--- config.mk ---
export PLATFORM = sky130hd
export DESIGN_NAME = l2_read_arbiter
export DESIGN_NICKNAME = d
export VERILOG_FILES = /design/src/rtl/l2_read_arbiter.sv
export SDC_FILE = /design/constraint.sdc
export NUM_CORES = 1
export LEC_CHECK = 0
export BUFFER_PORTS_ARGS = -buffer_cell sky130_fd_sc_hd__buf_2
export CAP_MARGIN = 20
export CORE_ASPECT_RATIO = 1.5
export CORE_MARGIN = 2
export CORE_UTILIZATION = 41
export CTS_CLUSTER_DIAMETER = 120
export DETAILED_ROUTE_END_ITERATION = 8
export PLACE_DENSITY_LB_ADDON = 0.25
export SYNTH_ARGS = -nofsm -noshare
export SYNTH_HDL_FRONTEND = slang
export SYNTH_SLANG_ARGS = --single-unit
--- constraint.sdc ---
create_clock -name core_clk -period 3.77 [get_ports core_clk]
set_input_delay 0.1885 -clock core_clk [delete_from_list [all_inputs] [get_ports core_clk]]
set_output_delay 0.1885 -clock core_clk [all_outputs]
set_load 0.02 [all_outputs]
--- src/rtl/l2_read_arbiter.sv ---
// l2_read_arbiter: round-robin share of one L2 SRAM read port between weight and activation channels.
// Optional L2_ARB_PERF_EN adds saturating grant/conflict counters with synchronous perf_clr.
module l2_read_arbiter #(
  parameter int DATA_W = 64,
  parameter int ADDR_W = 12,
  parameter int RD_LAT = 1
) (
  input  logic              core_clk,
  input  logic              rst_n,
  input  logic              arb_en,
  input  logic [ADDR_W-1:0] wei_base,
  input  logic [ADDR_W-1:0] act_base,
  input  logic              wei_buf_read_ready,
  input  logic [ADDR_W-1:0] wei_buf_read_addr,
  output logic              wei_buf_read_valid,
  output logic [DATA_W-1:0] wei_buf_read_data,
  input  logic              act_buf_read_ready,
  input  logic [ADDR_W-1:0] act_buf_read_addr,
  output logic              act_buf_read_valid,
  output logic [DATA_W-1:0] act_buf_read_data,
  output logic              sram_en,
  output logic [ADDR_W-1:0] sram_addr,
  input  logic [DATA_W-1:0] sram_rdata
`ifdef L2_ARB_PERF_EN
  ,
  input  logic              perf_clr,
  output logic [31:0]       perf_wei_grants,
  output logic [31:0]       perf_act_grants,
  output logic [31:0]       perf_conflicts
`endif
);
  logic              pend_w, pend_a, last_a;
  logic              elig_w, elig_a, gnt_w, gnt_a;
  logic [RD_LAT-1:0] pv, pa;
  // rst_n gates eligibility so no grant leaks out while reset is held
  always_comb begin
    elig_w    = rst_n & arb_en & wei_buf_read_ready & ~pend_w;
    elig_a    = rst_n & arb_en & act_buf_read_ready & ~pend_a;
    gnt_w     = elig_w & (~elig_a | last_a);
    gnt_a     = elig_a & ~gnt_w;
    sram_en   = gnt_w | gnt_a;
    sram_addr = gnt_w ? wei_base + wei_buf_read_addr : gnt_a ? act_base + act_buf_read_addr : '0;
  end
  always_ff @(posedge core_clk or negedge rst_n)
    if (!rst_n) begin
      pv                 <= '0;
      pa                 <= '0;
      last_a             <= 1'b1;
      pend_w             <= 1'b0;
      pend_a             <= 1'b0;
      wei_buf_read_valid <= 1'b0;
      act_buf_read_valid <= 1'b0;
      wei_buf_read_data  <= '0;
      act_buf_read_data  <= '0;
    end else begin
      pv[0] <= sram_en;
      pa[0] <= gnt_a;
      for (int i = 1; i < RD_LAT; i++) begin
        pv[i] <= pv[i-1];
        pa[i] <= pa[i-1];
      end
      last_a             <= sram_en ? gnt_a : last_a;
      pend_w             <= gnt_w | (pend_w & ~wei_buf_read_valid);
      pend_a             <= gnt_a | (pend_a & ~act_buf_read_valid);
      wei_buf_read_valid <= pv[RD_LAT-1] & ~pa[RD_LAT-1];
      act_buf_read_valid <= pv[RD_LAT-1] & pa[RD_LAT-1];
      wei_buf_read_data  <= (pv[RD_LAT-1] & ~pa[RD_LAT-1]) ? sram_rdata : wei_buf_read_data;
      act_buf_read_data  <= (pv[RD_LAT-1] & pa[RD_LAT-1]) ? sram_rdata : act_buf_read_data;
    end
`ifdef L2_ARB_PERF_EN
  always_ff @(posedge core_clk or negedge rst_n)
    if (!rst_n) begin
      perf_wei_grants <= '0;
      perf_act_grants <= '0;
      perf_conflicts  <= '0;
    end else if (perf_clr) begin
      perf_wei_grants <= '0;
      perf_act_grants <= '0;
      perf_conflicts  <= '0;
    end else begin
      perf_wei_grants <= perf_wei_grants + {31'd0, gnt_w & ~&perf_wei_grants};
      perf_act_grants <= perf_act_grants + {31'd0, gnt_a & ~&perf_act_grants};
      perf_conflicts  <= perf_conflicts + {31'd0, elig_w & elig_a & ~&perf_conflicts};
    end
`endif
endmodule

==> flow_summary.toml, run 1 <==
[run_status]
status = "finished, final reports clean"

[die]
io_pins = 260
start_util_pct = 41.8
coreArea_um2 = 14500
fp.dieH_um = 153
num_rows = 54
chipWidth_um = 103
dieArea_um2 = 15800

[detailed_routing]
ant_nets = 0
routedWlPerCell_um = 15.3
routed_wirelength_um = 16800
vias = 5342
viasPerCell = 4.89
drt_iter0_markers = 179
drc_errors = 0
drt_first_pass_iters = 4

[cells_and_area]
layout-drive-gt1-share_pct = 41.6
mostFrequentLayoutCell = "buf_2"
fin_area_um2 = 8640
nets = 1024
final_cells = 1092
num_antenna_cells = 0
final_core_util_pct = 59.8
fillers = 1288
syn_to_final_growth_pct = 42.9
seqCellArea_um2 = 3380
multiInputGateArea_um2 = 2540
mostFrequentLayoutCells = "buf_2 (258), nand2_1 (201), dfrtp_1 (134)"

[clock_tree]
tritoncts = "yes"
clk_pin_slew_ns = 0.06
cts-root-buf = "clkbuf_16"
clkSinkCount = 135
cts_buffers = 17
ctsResizeCount = 0
clk_path_buf_depth = 2
h-tree-depth = 4
clock_latency_ns = 0.41

[worst_hold_path]
holdPathStages = 3
hold_end = "wei_buf_read_data[8]"
min_from = "sram_rdata[8]"
hold_path_class = "primary input to register"

[sta]
min_period_over_period_pct = 64.8
fmax_ghz = 0.409
rsz0062_at_grt = "false"
finalHoldViolCount = 0
fin_ws_ns = 1.33
drv_slew = 0
skew_ns = 0.00830
fin_crit_ns = 2.44
max-slew-margin-rel_pct = 35.6
tns_ns = 0
max_slew.worst_pin.slew_ns = 0.965
finalSetupViolCount = 0
hold_ws_ns = 0.00950

[power]
pwr-share-clk_pct = 29.9
leakagePower_nw = 4.53
p_seq_share_pct = 38.3
p_sw_mw = 1.97
swShare_pct = 37.3
power_mw = 5.28
power_frac_comb_pct = 31.9
p_int_mw = 3.31
ir_drop_mv = 0.268
power.density_nw_per_um2 = 611

[critical_path]
rrSetupSlack_ns = 2.11
cp_max_fo = 3
crit_arrival_ns = 2.26
critPathRequiredTime_ns = 3.58
end_kind = "primary output"
r2r_end = "act_buf_read_data[24]"
start_kind = "primary input"
crit_top_cell = "buf_2"
r2r_cells = 3
setup.worst_path.class = "primary input to primary output"
r2r-start = "pv"
slowest_delay_ns = 0.44
path_cells = "buf_2, ha_1, fa_1, a211oi_2, nor2_1, o21a_1, o41a_1, xnor2_1, o22ai_1, buf_2"
critPathSlowestCell = "fa_1"

[placed_design]
post-place-ws_ns = 1.32
io_buffer_count = 259
place_inst = 1010
dp_hpwl_um = 12200
gp_congestion = 0.830
postPlaceCellArea_um2 = 7570

[synth]
synthFlopType = "dfrtp_1"
ys_seq_elements = 135
syn-num-nets = 712
syn_area_per_cell_um2 = 10.6
synth_edf_count = 0
ys_warn_count = 0
yosys.cell_types.count = 44
seq_area_frac_synth_pct = 55.9
synthArstFlopShare_pct = 100
syn_inst = 571
syn-cell-area_um2 = 6050

[global_route]
antenna_found_initial = 1
track_usage_pct = 21.7
grt_pass1_vias = 5646
grt_pass1_wl_um = 26800
grt-ovfl-total = 0
grt_max_degree = 77

[flow_run]
max_cap_viol_count = 0
-- logic make-up after synthesis --
| kind of cell | synth area share [%] |
|---|---|
| AND/OR/NAND/NOR | 15.3 |
| flip-flops | 55.9 |
| multiplexers | 11.9 |
| AO/OA/AOI/OAI | 6.89 |
| buffers and inverters | 2.23 |
| adder cells (fa/ha/maj) | 5.21 |
| XOR/XNOR | 2.61 |
-- layer usage --
layer / global-route usage [%] / vias to the layer above / routed length, µm
met5: 0 / - / 11
met4: 9.90 / 2 / 563
met3: 5.18 / 45 / 1010
met2: 40.8 / 200 / 9310
met1: 21.4 / 2569 / 5860
li1: - / 2526 / -
-- worst max-delay path by stage --
stage                           start      endpoint  slack (ns)  depth (start not counted)
after detailed placement  act_base[0]  sram_addr[8]        1.32                         10
final                     act_base[0]  sram_addr[8]        1.33                         10
after floorplan           act_base[0]  sram_addr[8]        1.53                          8
after CTS                 act_base[0]  sram_addr[8]        1.31                         10
after global routing           pend_a  sram_addr[4]        1.21                          6
after global placement    act_base[0]  sram_addr[8]        1.35                         10
-- registers in the layout (all words and copies together), names as in the netlist --
signal	flops
act_buf_read_data	64
wei_buf_read_data	64
act_buf_read_valid	1
last_a	1
pa	1
pend_a	1
pend_w	1
pv	1
wei_buf_read_valid	1
-- final cells by class --
class	count	share of cell area (%)
flip-flops and latches	135	39.1
multi-input cells	402	29.4
repair buffers	316	21.6
clock buffers	18	5.08
well taps	196	2.84
clock inverters	14	1.55
inverters	11	0.478
-- power groups by stage --
| stage | Combinational, mW | Clock [mW] | Sequential, mW |
|---|---|---|---|
| 4_1_cts | 1.70 | 1.62 | 2.02 |
| 6_report | 1.68 | 1.58 | 2.02 |
| 3_3_place_gp | 1.60 | 0 | 2.04 |
| 2_1_floorplan | 0.478 | 0 | 2.52 |
| 3_5_place_dp | 1.64 | 0 | 2.05 |
| 5_1_grt | 1.83 | 1.70 | 2.07 |
-- synthesized netlist by cell type (6+ instances only) --
library cell	instances	area share (%)
nand2_1	202	13
dfrtp_1	134	55
mux2_2	64	12
ha_1	22	4.6
nor2_1	17	1.1
clkbuf_1	16	0.99
a21oi_1	12	0.99
inv_1	11	0.68
o21ai_0	11	0.91
xnor2_1	9	1.3
xor2_1	9	1.3
o22ai_1	8	0.83
buf_2	6	0.50
-- what timing repair did --
item,in CTS,in global routing
endpoints found under the hold margin,50,0
hold buffers,50,0
buffers inserted,0,0
-- worst max-delay path, delay by kind of cell --
kind,cells,cell delay (ns)
AOI/OAI and AO/OA,4,0.85
adders and majority gates,2,0.66
buffers and inverters,2,0.30
xor gates and xnor gates,1,0.14
and+or+nand+nor,1,0.11
Power figures use the tool's default switching activity.
==> run 2: changes to the inputs <==
--- a/config.mk
+++ b/config.mk
@@ -5,6 +5,7 @@
 export SDC_FILE = /design/constraint.sdc
 export NUM_CORES = 1
 export LEC_CHECK = 0
+export ABC_AREA = 1
 export BUFFER_PORTS_ARGS = -buffer_cell sky130_fd_sc_hd__buf_2
 export CAP_MARGIN = 20
 export CORE_ASPECT_RATIO = 1.5
==> constraint.sdc (replaced) <==
create_clock -name core_clk -period 2 [get_ports core_clk]
set_input_delay 0.1 -clock core_clk [delete_from_list [all_inputs] [get_ports core_clk]]
set_output_delay 0.1 -clock core_clk [all_outputs]
set_load 0.02 [all_outputs]
==> run 2 against run 1 <==
Cell area up 5.3%. Hold slack better by 0.0043 ns. Power up 21%. Clock-buffer cell count down 1. Critical path type unchanged.
==> flow_summary.toml, run 2 <==
[clock_tree]
clk_pin_slew_ns = 0.06
h-tree-depth = 4
clock_latency_ns = 0.41
cts-root-buf = "clkbuf_16"
clk_path_buf_depth = 2
cts_setup_buffers = 0
tritoncts = "yes"
cts_buffers = 17
clkSinkCount = 135

[die]
num_rows = 55
chipWidth_um = 106
io_pins = 260
start_util_pct = 42.0
coreArea_um2 = 15100
dieArea_um2 = 16600
fp.dieH_um = 157

[worst_hold_path]
hold_path_class = "primary input to register"
hold_end = "wei_buf_read_data[34]"
holdPathStages = 3
min_from = "sram_rdata[34]"

[sta]
fin_crit_ns = 1.91
max-slew-margin-rel_pct = 53.5
drv_slew = 0
min_period_over_period_pct = 95.5
max_slew.worst_pin.slew_ns = 0.698
finalHoldViolCount = 0
skew_ns = 0.0149
rsz0062_at_grt = "true"
fmax_ghz = 0.524
finalSetupViolCount = 0
hold_ws_ns = 0.0138
tns_ns = 0

[cells_and_area]
reg.largest.list = "act_buf_read_data (64), wei_buf_read_data (64)"
mostFrequentLayoutCells = "buf_2 (257), nand2_1 (228), dfrtp_1 (134)"
layout-drive-gt1-share_pct = 28.6
final_core_util_pct = 60.1
nets = 1227
num_antenna_cells = 0
fin_area_um2 = 9100
syn_to_final_growth_pct = 42.9
mostFrequentLayoutCell = "buf_2"

[global_route]
track_usage_pct = 22.9
grt_pass1_vias = 6127
grt-ovfl-total = 0
grt_max_degree = 136
grt_pass1_wl_um = 29800
antenna_found_initial = 0

[synth]
syn_area_per_cell_um2 = 8.31
syn-cell-area_um2 = 6370
synthTopCellsByArea = "dfrtp_1 (53%), nand2_1 (14%), o21ai_0 (9.7%)"
synth_edf_count = 0
synthArstFlopShare_pct = 100
yosys.cell_types.count = 32
synth.most_common_cell = "nand2_1"
synth_common_cells = "nand2_1 (229), dfrtp_1 (134), o21ai_0 (124), inv_1 (112), nand3_1 (29)"
ys_seq_elements = 135
netlist.area_leader.share_pct = 52.7
seq_area_frac_synth_pct = 53.1
ys_warn_count = 0
synthFlopType = "dfrtp_1"
yosys.area.top_type = "dfrtp_1"
syn-num-nets = 907
syn_inst = 766

[power]
power.density_nw_per_um2 = 704
ir_drop_mv = 0.542
power_mw = 6.40
leakagePower_nw = 4.94

[critical_path]
cp_max_fo = 10
rrSetupSlack_ns = 0.67
start_kind = "primary input"
setup.worst_path.class = "primary input to primary output"
r2r_end = "wei_buf_read_data[9]"
crit_arrival_ns = 1.81
r2r-start = "pv"
critPathRequiredTime_ns = 1.90
r2r_cells = 6
end_kind = "primary output"

[placed_design]
dp_hpwl_um = 13600
io_buffer_count = 259
gp_congestion = 0.984
postPlaceCellArea_um2 = 7880

[detailed_routing]
ant_nets = 0
viasPerCell = 4.69
vias = 6078
drt_iter0_markers = 394
drc_errors = 0
routedWlPerCell_um = 14.4
routed_wirelength_um = 18700
drt_first_pass_iters = 6

[run_status]
status = "finished, final reports clean"

[flow_run]
max_cap_viol_count = 0
-- run 2: cell type report --
class / instances / area, µm²
Clock buffer: 17 / 425
Clock inverter: 14 / 140
Fill cell: 1393 / 6040
Inverter: 115 / 438
Multi-Input combinational cell: 488 / 2430
Sequential cell: 135 / 3380
Tap cell: 199 / 249
Timing Repair Buffer: 329 / 2040
-- run 2: how the worst max path moves through the flow --
stage,start,depth (start not counted),slack (ns),end
global placement,wei_base[5],10,0.16,sram_addr[8]
detailed placement,wei_base[5],10,0.20,sram_addr[8]
global route,pend_w,8,-0.005,sram_addr[8]
floorplan,act_base[0],7,0.40,sram_addr[4]
finish,rst_n,9,0.09,sram_addr[11]
CTS,rst_n,11,0.04,sram_addr[7]
-- run 2: repair_timing --
action	in CTS	in global routing
gates resized for setup	0	3
setup endpoints to repair	0	4
endpoints found under the hold margin	259	0
hold buffers	64	0
-- run 2: worst max-delay path, cell delays in order --
cell,delay (ns)
dlygate4sd3_1,0.59
buf_6,0.13
nand2_2,0.08
nor2_2,0.18
nand2_4,0.10
inv_2,0.17
nand3_1,0.18
nand2_1,0.11
buf_2,0.16
-- run 2: power by group --
part	switching, mW	internal, mW	leakage [nW]	total [mW]
sequential	0	2.73	1.20	2.73
combinational	0.378	0.306	3.48	0.684
clock	1.25	1.74	0.262	2.99
-- run 2: stage by stage --
stage,worst slack (ns),std cells
floorplan,0.402,766
global placement,0.162,1202
detailed placement,0.196,1202
CTS,0.0358,1297
global route,-0.00528,1297
finish,0.0904,1297
-- run 2: logic make-up (layout without fill, tap and decap cells) --
family / count (synthesis) / in the layout / share of synthesized area (%)
compound gates: 155 / 155 / 12.4
xor+xnor: 8 / 8 / 1.10
fa+ha+maj: 24 / 24 / 4.95
buf+inv: 143 / 475 / 9.08
flops: 135 / 135 / 53.1
simple gates: 301 / 301 / 19.4
-- run 2: per-layer routing --
metal	wire length, µm	GRT usage, %	vias to the layer above
li1	-	-	3048
met1	6980	24.6	2743
met2	9790	41.1	237
met3	1140	5.79	50
met4	774	12.0	0
met5	0	0	-
==> run 3: changes to the inputs <==
--- a/config.mk
+++ b/config.mk
@@ -14,6 +14,7 @@
 export CTS_CLUSTER_DIAMETER = 120
 export DETAILED_ROUTE_END_ITERATION = 8
 export PLACE_DENSITY_LB_ADDON = 0.25
+export REMOVE_ABC_BUFFERS = 1
 export SYNTH_ARGS = -nofsm -noshare
 export SYNTH_HDL_FRONTEND = slang
 export SYNTH_SLANG_ARGS = --single-unit
==> run 3 against run 2 <==
Sequential cell count unchanged. Die area is the same. Hold slack better by 0.016 ns. Cell count about the same. First-iteration DRC count decreased by 12%. Sequential power is essentially flat. Critical path depth grew 1. Global-route usage fell by 0.26 points. Clock power up 13%. Critical path type is now register to primary output. Largest cell class unchanged. Highest routed layer unchanged.
==> flow_summary.toml, run 3 (same netlist as run 2, synthesis figures left out) <==
[power]
p_sw_mw = 1.60
ir_drop_mv = 0.583
leakagePower_nw = 4.99
power_frac_comb_pct = 9.9
power_mw = 6.79
power.density_nw_per_um2 = 740
p_seq_share_pct = 40.2
pwr-share-clk_pct = 49.8
swShare_pct = 23.5
p_int_mw = 5.19

[worst_hold_path]
min_from = "arb_en"
hold_end = "pv"
hold_path_class = "primary input to register"
holdPathStages = 3

[critical_path]
end_kind = "primary output"
rrSetupSlack_ns = 0.67
path_cells = "inv_2, nand2_2, nor2_4, nand2_2, nand2_4, nand2_4, a21oi_1, o21ai_1, nand2_1, buf_2"
slowest_delay_ns = 0.37
critPathRequiredTime_ns = 1.90
setup.worst_path.class = "register to primary output"
r2r_cells = 5
crit_arrival_ns = 1.80
critPathSlowestCell = "dfrtp_1"
start_kind = "register"
r2r_end = "wei_buf_read_data[15]"
cp_max_fo = 7
r2r-start = "pv"

[die]
num_rows = 55
coreArea_um2 = 15100
io_pins = 260
fp.dieH_um = 157
start_util_pct = 42.0
chipWidth_um = 106
dieArea_um2 = 16600

[detailed_routing]
routed_wirelength_um = 18700
drc_errors = 0
drt_first_pass_iters = 6
routedWlPerCell_um = 14.4
vias = 6102
ant_nets = 0
viasPerCell = 4.70
drt_iter0_markers = 347

[sta]
rsz0062_at_grt = "true"
max_slew.worst_pin.slew_ns = 0.728
fmax_ghz = 0.526
skew_ns = 0.0124
min_period_over_period_pct = 95.1
drv_slew = 0
fin_crit_ns = 1.90
max-slew-margin-rel_pct = 51.4
hold_ws_ns = 0.0300
finalHoldViolCount = 0
tns_ns = 0
fin_ws_ns = 0.0987
finalSetupViolCount = 0

[cells_and_area]
multiInputGateArea_um2 = 2420
fillers = 1410
layout-drive-gt1-share_pct = 28.5
fin_area_um2 = 9180
mostFrequentLayoutCell = "buf_2"
seqCellArea_um2 = 3380
mostFrequentLayoutCells = "buf_2 (254), nand2_1 (228), dfrtp_1 (134)"
nets = 1226
syn_to_final_growth_pct = 44.2
reg.largest.list = "act_buf_read_data (64), wei_buf_read_data (64)"

[placed_design]
gp_congestion = 0.967
post-place-ws_ns = 0.266
dp_hpwl_um = 13400
postPlaceCellArea_um2 = 7870
io_buffer_count = 259

[clock_tree]
h-tree-depth = 4
cts_buffers = 17
cts_setup_buffers = 0
cts-root-buf = "clkbuf_16"
clkSinkCount = 135
clock_latency_ns = 0.40
tritoncts = "yes"
clk_pin_slew_ns = 0.06
clk_path_buf_depth = 2

[run_status]
status = "finished, final reports clean"

[global_route]
grt_max_degree = 136
grt_pass1_vias = 6104
antenna_found_initial = 1
grt_pass1_wl_um = 29600
track_usage_pct = 22.6
grt-ovfl-total = 0

[flow_run]
max_cap_viol_count = 0
[run 3: cell count changes in the layout (fill, tap and decap cells not counted), sizes merged]
cell         change
dlygate4sd3      +1
clkbuf           +1
bufinv           +3
inv              +1
diode            +1
buf              -2
clkinvlp         -4
[run 3: how the worst max path moves through the flow]
stage | endpoint | cells past startpoint | slack (ns) | from
floorplan | act_buf_read_data[0] | 2 | -0.46 | pv
detailed placement | sram_addr[8] | 10 | 0.27 | wei_base[0]
finish | sram_addr[6] | 10 | 0.1 | pend_a
CTS | sram_addr[11] | 11 | 0.03 | rst_n
global placement | sram_addr[4] | 10 | 0.28 | wei_base[0]
global route | sram_addr[7] | 10 | -0.05 | pend_a
[run 3: metrics by stage]
step           cells  util, %
2_1_floorplan    738        -
5_1_grt         1298     60.6
3_5_place_dp    1200     52.0
4_1_cts         1297     60.5
6_report        1298     60.6
3_3_place_gp    1200     52.0
[run 3: worst max-delay path, delay by kind of cell (launching register included)]
kind / cells / cell delay, ns
AO/OA/AOI/OAI: 2 / 0.25
buffers and inverters: 2 / 0.21
AND/OR/NAND/NOR: 6 / 0.57
flip-flops: 1 / 0.37
[run 3: layout make-up]
type / count / share of cell area (%)
clock inverter: 14 / 2.24
sequential: 135 / 36.8
inverter: 115 / 4.80
multi-input combinational: 488 / 26.4
antenna: 1 / 0.0273
clock buffer: 18 / 4.78
tap: 199 / 2.71
timing repair buffer: 328 / 22.3
[run 3: timing repair]
action,4_1_cts,5_1_grt
endpoints found under the hold margin,259,0
setup endpoints to repair,0,6
hold buffers,65,0
resized for setup,0,7
[run 3: power by group through the flow]
stage | combinational (mW) | sequential [mW] | clock (mW)
5_1_grt | 0.758 | 2.73 | 3.59
6_report | 0.675 | 2.73 | 3.39
3_3_place_gp | 0.571 | 2.78 | 0
2_1_floorplan | 0.304 | 2.78 | 0
4_1_cts | 0.675 | 2.73 | 3.46
3_5_place_dp | 0.572 | 2.78 | 0
[run 3: per-layer routing]
metal  track usage (%)  part of all wire, %
met5                 0                    0
met4              12.9                  5.4
met3              5.33                  5.5
met2              40.8                   52
met1              24.0                   37
